--- src/rtl/pwm_mc_core.sv ---
// Multi-channel PWM counter/compare engine. Configuration is shadowed and only
// becomes active at a period boundary (or at once while the counter is stopped).
module pwm_mc_core #(
  parameter int CHN_NUM   = 4,
  parameter int CNT_WIDTH = 16,
  parameter int PSC_WIDTH = 16
) (
  input  logic                         clk_i,
  input  logic                         rst_n_i,
  input  logic                         en_i,
  input  logic                         mode_i,
  input  logic [PSC_WIDTH-1:0]         psc_i,
  input  logic [CNT_WIDTH-1:0]         cmp_i,
  input  logic [CHN_NUM*CNT_WIDTH-1:0] cr_i,
  input  logic [CHN_NUM-1:0]           pol_i,
  input  logic                         upd_i,
  input  logic                         irq_en_i,
  input  logic                         irq_clr_i,
  output logic [CNT_WIDTH-1:0]         cnt_o,
  output logic [CHN_NUM-1:0]           pwm_o,
  output logic                         ovf_o,
  output logic                         upd_done_o,
  output logic                         irq_o
);

  logic                              r_mode;
  logic [PSC_WIDTH-1:0]              r_psc;
  logic [CNT_WIDTH-1:0]              r_cmp;
  logic [CHN_NUM-1:0][CNT_WIDTH-1:0] r_cr;
  logic [CHN_NUM-1:0]                r_pol;
  logic [PSC_WIDTH-1:0]              r_psc_cnt;
  logic [CNT_WIDTH-1:0]              r_cnt;
  logic                              r_dir_dn;
  logic                              r_upd_pend;
  logic                              r_ovf;
  logic                              r_upd_done;
  logic                              r_irq;

  logic                 w_tick;
  logic                 w_bnd;
  logic                 w_load;
  logic [CNT_WIDTH-1:0] w_cnt_nx;
  logic                 w_dir_dn_nx;

  assign w_tick = en_i & (r_psc_cnt == r_psc);

  // Next count on a tick, and whether that tick closes the period.
  always_comb begin
    w_cnt_nx    = r_cnt;
    w_dir_dn_nx = r_dir_dn;
    w_bnd       = 1'b0;
    if (!r_mode) begin
      if (r_cnt >= r_cmp) begin
        w_cnt_nx = '0;
        w_bnd    = 1'b1;
      end else begin
        w_cnt_nx = r_cnt + 1'b1;
      end
    end else if (r_cmp == '0) begin
      w_cnt_nx    = '0;
      w_dir_dn_nx = 1'b0;
      w_bnd       = 1'b1;
    end else if (!r_dir_dn && (r_cnt < r_cmp)) begin
      w_cnt_nx = r_cnt + 1'b1;
    end else begin
      // Turning at the top (cmp=1 lands straight on 0) or descending.
      w_cnt_nx    = r_dir_dn ? (r_cnt - 1'b1) : (r_cmp - 1'b1);
      w_bnd       = (w_cnt_nx == '0);
      w_dir_dn_nx = ~w_bnd;
    end
  end

  assign w_load = r_upd_pend & (en_i ? (w_tick & w_bnd) : 1'b1);

  always_ff @(posedge clk_i) begin
    if (!rst_n_i) begin
      r_mode     <= 1'b0;
      r_psc      <= '0;
      r_cmp      <= '0;
      r_cr       <= '0;
      r_pol      <= '0;
      r_psc_cnt  <= '0;
      r_cnt      <= '0;
      r_dir_dn   <= 1'b0;
      r_upd_pend <= 1'b0;
      r_ovf      <= 1'b0;
      r_upd_done <= 1'b0;
      r_irq      <= 1'b0;
    end else begin
      r_ovf      <= w_tick & w_bnd;
      r_upd_done <= w_load;
      r_irq      <= (r_ovf & irq_en_i) | (r_irq & ~irq_clr_i);
      if (w_load) begin
        // A load always restarts the period, so a smaller cmp can never be overrun.
        r_mode     <= mode_i;
        r_psc      <= psc_i;
        r_cmp      <= cmp_i;
        r_cr       <= cr_i;
        r_pol      <= pol_i;
        r_upd_pend <= 1'b0;
        r_cnt      <= '0;
        r_dir_dn   <= 1'b0;
        r_psc_cnt  <= '0;
      end else begin
        if (upd_i) r_upd_pend <= 1'b1;
        if (!en_i) begin
          r_psc_cnt <= '0;
        end else if (w_tick) begin
          r_psc_cnt <= '0;
          r_cnt     <= w_cnt_nx;
          r_dir_dn  <= w_dir_dn_nx;
        end else begin
          r_psc_cnt <= r_psc_cnt + 1'b1;
        end
      end
    end
  end

  for (genvar g = 0; g < CHN_NUM; g++) begin : g_ch
    assign pwm_o[g] = (r_cnt < r_cr[g]) ^ r_pol[g];
  end

  assign cnt_o      = r_cnt;
  assign ovf_o      = r_ovf;
  assign upd_done_o = r_upd_done;
  assign irq_o      = r_irq;

endmodule

--- config.mk ---
export PLATFORM = sky130hd
export DESIGN_NAME = pwm_mc_core
export DESIGN_NICKNAME = d
export VERILOG_FILES = /design/src/rtl/pwm_mc_core.sv
export SDC_FILE = /design/constraint.sdc
export NUM_CORES = 1
export LEC_CHECK = 0
export BUFFER_PORTS_ARGS = -buffer_cell sky130_fd_sc_hd__buf_2
export CAP_MARGIN = 10
export CORE_ASPECT_RATIO = 1.4
export CORE_MARGIN = 3
export CORE_UTILIZATION = 60
export CTS_BUF_LIST = sky130_fd_sc_hd__clkbuf_4
export DETAILED_ROUTE_END_ITERATION = 7
export PLACE_DENSITY = 0.83
export SLEW_MARGIN = 0
export SYNTH_ARGS = -nofsm -noshare
export SYNTH_HDL_FRONTEND = slang
export SYNTH_SLANG_ARGS = --single-unit
--- constraint.sdc ---
create_clock -name clk_i -period 4.29 [get_ports clk_i]
set_input_delay 0.858 -clock clk_i [delete_from_list [all_inputs] [get_ports clk_i]]
set_output_delay 0.858 -clock clk_i [all_outputs]
set_load 0.03 [all_outputs]
==> load_flow_metrics.sql, run 1 <==
INSERT INTO impl_metrics (metric_group, metric, value, unit) VALUES
('run_status', 'status', 'finished clean', ''),
('clocking', 'clockRootBuffer', 'clkbuf_4', ''),
('placed_design', 'dpl_worst_slack', '711.6', 'ps'),
('global_routing', 'antenna_violations_before_repair', '1', ''),
('placed_design', 'port_buffer_count', '129', ''),
('final_layout', 'stdcell_count', '1425', ''),
('placed_design', 'place_congestion', '0.9361', ''),
('sta', 'min_period', '3951', 'ps'),
('clocking', 'clkSinkCount', '138', ''),
('global_routing', 'globalRoute.totalOverflow', '0', ''),
('die', 'die-width', '109.9', 'um'),
('route', 'drt_iter0_drc', '540', ''),
('worst_hold_path', 'timing.hold.worst.class', 'reg -> reg', ''),
('placed_design', 'dp_cells', '1392', ''),
('sta', 'hold_violations', '0', ''),
('power', 'power_density_over_the_cells', '316.9', 'nW/um^2'),
('sta', 'fin_setup_tns', '0', 'ps'),
('sta', 'fmax', '253.1', 'MHz'),
('yosys', 'post-synth-top-area-cell', 'dfxtp_1', ''),
('final_layout', 'final_layout_size_suffix_gt1_share', '16.19', '%'),
('yosys', 'post_synth_instance_area', '9071', 'um^2'),
('critical_path', 'critical_path.startpoint_type', 'flip-flop', ''),
('route', 'drtAntennaViolNets', '0', ''),
('clocking', 'cts_hold_buf', '0', ''),
('die', 'overall_die_height', '151.5', 'um'),
('yosys', 'netlist-cell-type-count', '60', ''),
('route', 'wl_per_cell', '16.32', 'um'),
('global_routing', 'first_global_vias', '7923', ''),
('sta', 'final-max-slew-violation-count', '0', ''),
('yosys', 'yosysSeqAreaShare', '30.46', '%'),
('global_routing', 'grt_start_max_net_pins', '87', ''),
('die', 'top_level_ports', '130', ''),
('critical_path', 'cp.required', '3430', 'ps'),
('die', 'die_area', '16650', 'um^2'),
('global_routing', 'global_routing_usage_on_met3', '4.790', '%'),
('global_routing', 'first_pass_grt_wire_length', '37.62', 'mm'),
('power', 'max-vdd-ir-drop', '0.0002252', 'V'),
('die', 'floorplan.core_area', '14640', 'um^2'),
('clocking', 'htreeDepth', '4', ''),
('final_layout', 'syn2layout_area_growth', '10.86', '%'),
('clocking', 'cts.reportedPaths.clkPinSlew', '140', 'ps'),
('sta', 'timing.final.crit_share', '92.11', '%'),
('yosys', 'synth_nets', '1300', ''),
('global_routing', 'track_usage', '28.77', '%'),
('yosys', 'synth_edf_count', '0', ''),
('sta', 'setup_violations', '0', ''),
('clocking', 'tritoncts', 'built', ''),
('yosys', 'netlist.area_leader.share', '30.46', '%'),
('sta', 'worst_case_setup_margin_in_the_final_layout', '338.7', 'ps'),
('die', 'start_util', '61.97', '%'),
('sta', 'tightest_slew', '758.0', 'ps'),
('critical_path', 'cp.arrival', '3090', 'ps'),
('yosys', 'synth_async_sr_flop_share', '0', '%'),
('yosys', 'synth_top_cells_by_count', '231 x nand2_1, 138 x dfxtp_1, 115 x mux2i_1', ''),
('global_routing', 'grt_use_met2', '49.09', '%'),
('die', 'placementRows', '52', ''),
('yosys', 'synth_seq_cells', '138', ''),
('power', 'cellLeakagePower', '4.076', 'nW'),
('route', 'num_vias', '8214', ''),
('sta', 'grt_setup_unrepaired', 'false', ''),
('yosys', 'most_common_cell_in_the_synthesized_netlist', 'nand2_1', ''),
('yosys', 'synth_area_leaders', 'dfxtp_1 30%, mux2i_1 13%, ha_1 11%', ''),
('route', 'route.detailed.drc', '0', ''),
('final_layout', 'finish.net_count', '1409', ''),
('yosys', 'ys.warnings.count', '0', ''),
('clocking', 'cts.path.max_buffers', '2', ''),
('yosys', 'post_synth.cell_area_avg', '8.150', 'um^2'),
('yosys', 'post_synth_inst_count', '1113', ''),
('global_routing', 'grt.busiest_layer', 'met2', ''),
('final_layout', 'finalCoreUtilization', '68.69', '%'),
('clocking', 'numCtsBuffers', '17', ''),
('run', 'maxCapViolations', '0', ''),
('sta', 'finClkSkew', '21.01', 'ps'),
('clocking', 'clkLatencyLatePin', '540', 'ps'),
('yosys', 'ys.flop_type', 'dfxtp_1', ''),
('critical_path', 'worstSetupEndpointType', 'primary output', ''),
('route', 'detail_route.vias_per_cell', '5.764', ''),
('clocking', 'cts_setup_buffers', '0', ''),
('placed_design', 'detailed_place_hpwl', '16.99', 'mm'),
('sta', 'slew_headroom', '49.47', '%'),
('global_routing', 'grt_use_met1', '33.98', '%'),
('critical_path', 'cp_max_fo', '15', ''),
('route', 'wirelength', '23.26', 'mm'),
('critical_path', 'worstSetupPathType', 'reg -> out', ''),
('route', 'firstDrtPassIters', '6', '');
[routing by layer]
layer  part of all wire (%)  vias up  wire (um)
li1                       -     4034          -
met1                     39     3816       9009
met2                     50      281      11560
met3                    6.5       83       1509
met4                    5.1        0       1186
met5                      0        -          0
[worst paths after layout]
path / from / endpoint / slack [ps] / cells after the start
min: r_cr[42] / r_cr[42] / 470 / 2
min reg2reg: r_cr[42] / r_cr[42] / 470 / 2
max: cnt_o[2] / pwm_o[0] / 340 / 8
max reg2reg: r_dir_dn / r_cr[23] / 600 / 10
[power by group]
group	switching, W	internal (W)
Sequential	0.0000634	0.00134
Clock	0.000507	0.000422
Combinational	0.000497	0.000353
Total	0.00107	0.00212
[critical path, cell delays in order (launching register included)]
cell and delay (ps):
dfxtp_1 750, ha_1 340, a21o_1 150, a21o_1 170, a21o_1 170, a2111oi_0 490, o21ai_0 180, nand3_1 110
buf_2 200
[layout make-up]
type,instances,area (um^2)
clock buffer,19,142.6
tap,189,236.5
timing repair buffer,148,819.5
sequential,138,2764
antenna,1,2.502
inverter,86,322.8
multi-input combinational,831,5602
clock inverter,13,166.4
fill,1194,4583
[registers in the layout (all words and copies together), names as in the netlist, 4 cells and up]
| name | cells |
|---|---|
| r_psc | 16 |
| r_cmp | 16 |
| r_psc_cnt | 16 |
| r_pol | 4 |
| cnt_o | 16 |
| r_cr | 64 |
[cell families after synthesis]
family | after synthesis | synth area share [%]
mux | 120 | 13.37
flops | 138 | 30.46
simple gates | 419 | 20.99
fa+ha+maj | 80 | 11.03
xor+xnor | 42 | 4.055
compound gates | 170 | 12.18
buf+inv | 144 | 7.917
[metrics by stage]
stage,total power [W],cell area [um^2],hold slack [ps]
6_report,0.003187,10060,465.3
5_1_grt,0.003359,10060,488.9
4_1_cts,0.003198,10050,466.0
3_5_place_dp,0.002276,9743,446.9
3_3_place_gp,0.002256,9743,441.9
2_1_floorplan,0.002068,9071,434.7
[cells in the final DEF (no fill, tap or decap), types with 4 or more instances in the layout]
master and instances:
a21boi_0 5, nor3_1 21, nor3b_1 4, a2111oi_0 10, and2_1 4, inv_1 85
nor2b_1 6, xor2_1 16, nor4_1 5, or2_2 4, nand2_1 231, a21oi_1 40
a211oi_1 25, xnor2_1 26, mux2i_1 115, buf_4 17, nand3_1 32, nand2b_1 8
nor2_1 61, nand4_1 16, buf_2 128, and3_1 4, a21o_1 20, ha_1 80
dfxtp_1 137, o21ai_0 48, clkbuf_4 19, or3_1 7, o41ai_1 4
[what timing repair did]
item,CTS,global route
setup endpoints to repair,0,2
hold endpoints to repair,0,0
resized for setup,0,1
Power figures use the tool's default switching activity.
==> inputs of run 2 (changes only) <==
--- a/config.mk
+++ b/config.mk
@@ -12,7 +12,9 @@
 export CORE_UTILIZATION = 60
 export CTS_BUF_LIST = sky130_fd_sc_hd__clkbuf_4
 export DETAILED_ROUTE_END_ITERATION = 7
-export PLACE_DENSITY = 0.83
+export MAX_ROUTING_LAYER = met4
+export PLACE_DENSITY_LB_ADDON = 0.15
+export SETUP_SLACK_MARGIN = 0.4
 export SLEW_MARGIN = 0
 export SYNTH_ARGS = -nofsm -noshare
 export SYNTH_HDL_FRONTEND = slang
==> load_flow_metrics.sql, run 2 (same netlist as run 1, synthesis figures left out) <==
INSERT INTO impl_metrics (metric_group, metric, value, unit) VALUES
('sta', 'fin_setup_tns', '0', 'ps'),
('die', 'top_level_ports', '130', ''),
('critical_path', 'critical_path.startpoint_type', 'flip-flop', ''),
('critical_path', 'cp_max_fo', '12', ''),
('global_routing', 'grt_start_max_net_pins', '137', ''),
('final_layout', 'mostFrequentLayoutCell', 'nand2_1', ''),
('power', 'share_clk_of_total_power', '29.5', '%'),
('final_layout', 'num-fill-cells', '1325', ''),
('route', 'wl_per_cell', '16.45', 'um'),
('die', 'floorplan.core_area', '14640', 'um^2'),
('sta', 'fmax', '269.2', 'MHz'),
('power', 'comb_power_share', '27.0', '%'),
('route', 'drt_iter0_drc', '437', ''),
('route', 'wirelength', '23.54', 'mm'),
('route', 'route.detailed.drc', '0', ''),
('placed_design', 'dpl_worst_slack', '496.1', 'ps'),
('global_routing', 'globalRoute.totalOverflow', '0', ''),
('global_routing', 'first_global_vias', '7737', ''),
('placed_design', 'dp_cells', '1398', ''),
('sta', 'final-max-slew-violation-count', '0', ''),
('worst_hold_path', 'timing.hold.worst.class', 'reg -> reg', ''),
('power', 'intPower', '0.002168', 'W'),
('sta', 'min_period', '3715', 'ps'),
('worst_hold_path', 'hold-path-cell-count', '2', ''),
('critical_path', 'critical_path.reg2reg.startpoint', 'r_dir_dn', ''),
('sta', 'slew_headroom', '48.20', '%'),
('clocking', 'htreeDepth', '4', ''),
('critical_path', 'cp.required', '3430', 'ps'),
('critical_path', 'cpMaxStageDelayCell', 'dfxtp_4', ''),
('global_routing', 'first_pass_grt_wire_length', '37.58', 'mm'),
('placed_design', 'port_buffer_count', '129', ''),
('clocking', 'numCtsBuffers', '17', ''),
('clocking', 'clkLatencyLatePin', '570', 'ps'),
('critical_path', 'worstRegToRegCells', '11', ''),
('critical_path', 'rr_endpoint', 'r_cr[4]', ''),
('global_routing', 'antenna_violations_before_repair', '1', ''),
('power', 'power.switching', '0.001063', 'W'),
('sta', 'finClkSkew', '22.91', 'ps'),
('critical_path', 'timing.critical_path.mode_cell', 'a21o_1', ''),
('critical_path', 'cp.arrival', '2860', 'ps'),
('run_status', 'status', 'finished clean', ''),
('route', 'firstDrtPassIters', '5', ''),
('final_layout', 'final_cell_mix', '231 x nand2_1, 133 x dfxtp_1, 128 x buf_2', ''),
('power', 'power', '0.003231', 'W'),
('die', 'placementRows', '52', ''),
('route', 'num_vias', '8113', ''),
('clocking', 'cts_setup_buffers', '0', ''),
('critical_path', 'timing.reg2reg.setup_slack', '680', 'ps'),
('sta', 'worst_case_setup_margin_in_the_final_layout', '575.3', 'ps'),
('sta', 'hold_violations', '0', ''),
('power', 'cellLeakagePower', '4.132', 'nW'),
('power', 'share_seq_of_total_power', '43.5', '%'),
('global_routing', 'track_usage', '29.86', '%'),
('sta', 'tightest_slew', '775.9', 'ps'),
('route', 'detail_route.vias_per_cell', '5.669', ''),
('die', 'die_area', '16650', 'um^2'),
('placed_design', 'detailed_place_hpwl', '17.08', 'mm'),
('run', 'maxCapViolations', '0', ''),
('clocking', 'clockRootBuffer', 'clkbuf_4', ''),
('critical_path', 'worstSetupEndpointType', 'primary output', ''),
('critical_path', 'timing.critical_path.slowest_cell_delay', '480', 'ps'),
('critical_path', 'worstSetupPathType', 'reg -> out', ''),
('power', 'p_sw_share', '32.90', '%'),
('final_layout', 'final_layout_size_suffix_gt1_share', '17.00', '%'),
('route', 'drtAntennaViolNets', '0', ''),
('critical_path', 'cp_cell_sequence', 'ha_1 > a21o_1 > a21o_1 > a21o_1 > a21o_1 > a2111oi_4 > or3_1 > nand3_1 > buf_2', ''),
('final_layout', 'largest_register_ff_count', '64', ''),
('final_layout', 'syn2layout_area_growth', '12.11', '%'),
('power', 'power_density_over_the_cells', '317.7', 'nW/um^2'),
('sta', 'grt_setup_unrepaired', 'false', ''),
('clocking', 'clkSinkCount', '138', ''),
('worst_hold_path', 'hp-start', 'r_cr[5]', ''),
('clocking', 'cts.path.max_buffers', '2', ''),
('die', 'die-width', '109.9', 'um'),
('final_layout', 'top_register', 'r_cr', ''),
('sta', 'timing.final.crit_share', '86.59', '%'),
('final_layout', 'finish.net_count', '1415', ''),
('clocking', 'cts.reportedPaths.clkPinSlew', '120', 'ps'),
('die', 'overall_die_height', '151.5', 'um'),
('placed_design', 'place_congestion', '0.9886', ''),
('sta', 'setup_violations', '0', ''),
('power', 'max-vdd-ir-drop', '0.0002167', 'V'),
('die', 'start_util', '61.97', '%'),
('worst_hold_path', 'min_to', 'r_cr[5]', ''),
('clocking', 'tritoncts', 'built', ''),
('final_layout', 'stdcell_count', '1431', '');
-- run 2: cell count changes in the layout (fill, tap and decap cells not counted), moves of 3 or more --
cell,previous run,this run
clkinv_1,1,4
dfxtp_2,1,4
dfxtp_1,137,133
a2111oi_0,10,6
buf_4,17,21
a2111oi_2,0,3
clkinv_2,2,5
-- run 2: power by group through the flow --
| stage | combinational (W) | sequential, W | clock [W] |
|---|---|---|---|
| finish | 0.000874 | 0.00141 | 0.000952 |
| global route | 0.000967 | 0.00141 | 0.00101 |
| floorplan | 0.000646 | 0.00142 | 0 |
| global placement | 0.000824 | 0.00143 | 0 |
| detailed placement | 0.000843 | 0.00143 | 0 |
| CTS | 0.000850 | 0.00140 | 0.000965 |
-- run 2: worst max path at each step --
stage	from	to	cells past startpoint
6_report	cnt_o[1]	pwm_o[1]	9
3_3_place_gp	r_dir_dn	r_cr[5]	11
5_1_grt	cnt_o[1]	pwm_o[3]	9
4_1_cts	cnt_o[0]	pwm_o[2]	9
2_1_floorplan	r_dir_dn	cnt_o[1]	15
3_5_place_dp	r_dir_dn	r_psc[10]	11
-- run 2: repair_timing --
item	in CTS	in global routing
setup endpoints to repair	4	53
hold buffers	0	0
resized for setup	7	8
-- run 2: worst max-delay path: cells and delay by family (launching register included) --
| kind | cells | cell delay [ps] |
|---|---|---|
| AOI/OAI and AO/OA | 5 | 1070 |
| adders and majority gates | 1 | 260 |
| buffers and inverters | 1 | 200 |
| DFF | 1 | 480 |
| and+or+nand+nor | 2 | 280 |
-- run 2: routing by layer --
layer | GRT usage (%) | share of wire (%) | vias to the layer above
li1 | - | - | 4045
met1 | 35.03 | 40 | 3728
met2 | 49.03 | 49 | 270
met3 | 5.172 | 5.7 | 70
met4 | 14.72 | 4.3 | 0
met5 | - | 0 | -
-- run 2: per-stage QoR --
step	hold slack (ps)	area [um^2]	utilization, %
6_report	464.2	10170	69.47
5_1_grt	485.5	10170	69.47
4_1_cts	466.7	10130	69.21
3_5_place_dp	450.4	9813	67.03
3_3_place_gp	442.1	9813	67.03
2_1_floorplan	434.7	9071	-
-- run 2: layout make-up --
cell class                      count  area (um^2)  share of cell area [%]
Multi-Input combinational cell    831         5639                   55.45
Antenna cell                        1        2.502                 0.02461
Sequential cell                   138         2771                   27.25
Timing Repair Buffer              154        889.6                   8.747
Clock buffer                       17        127.6                   1.255
Clock inverter                     15        180.2                   1.772
Tap cell                          189        236.5                   2.325
Inverter                           86        322.8                   3.174
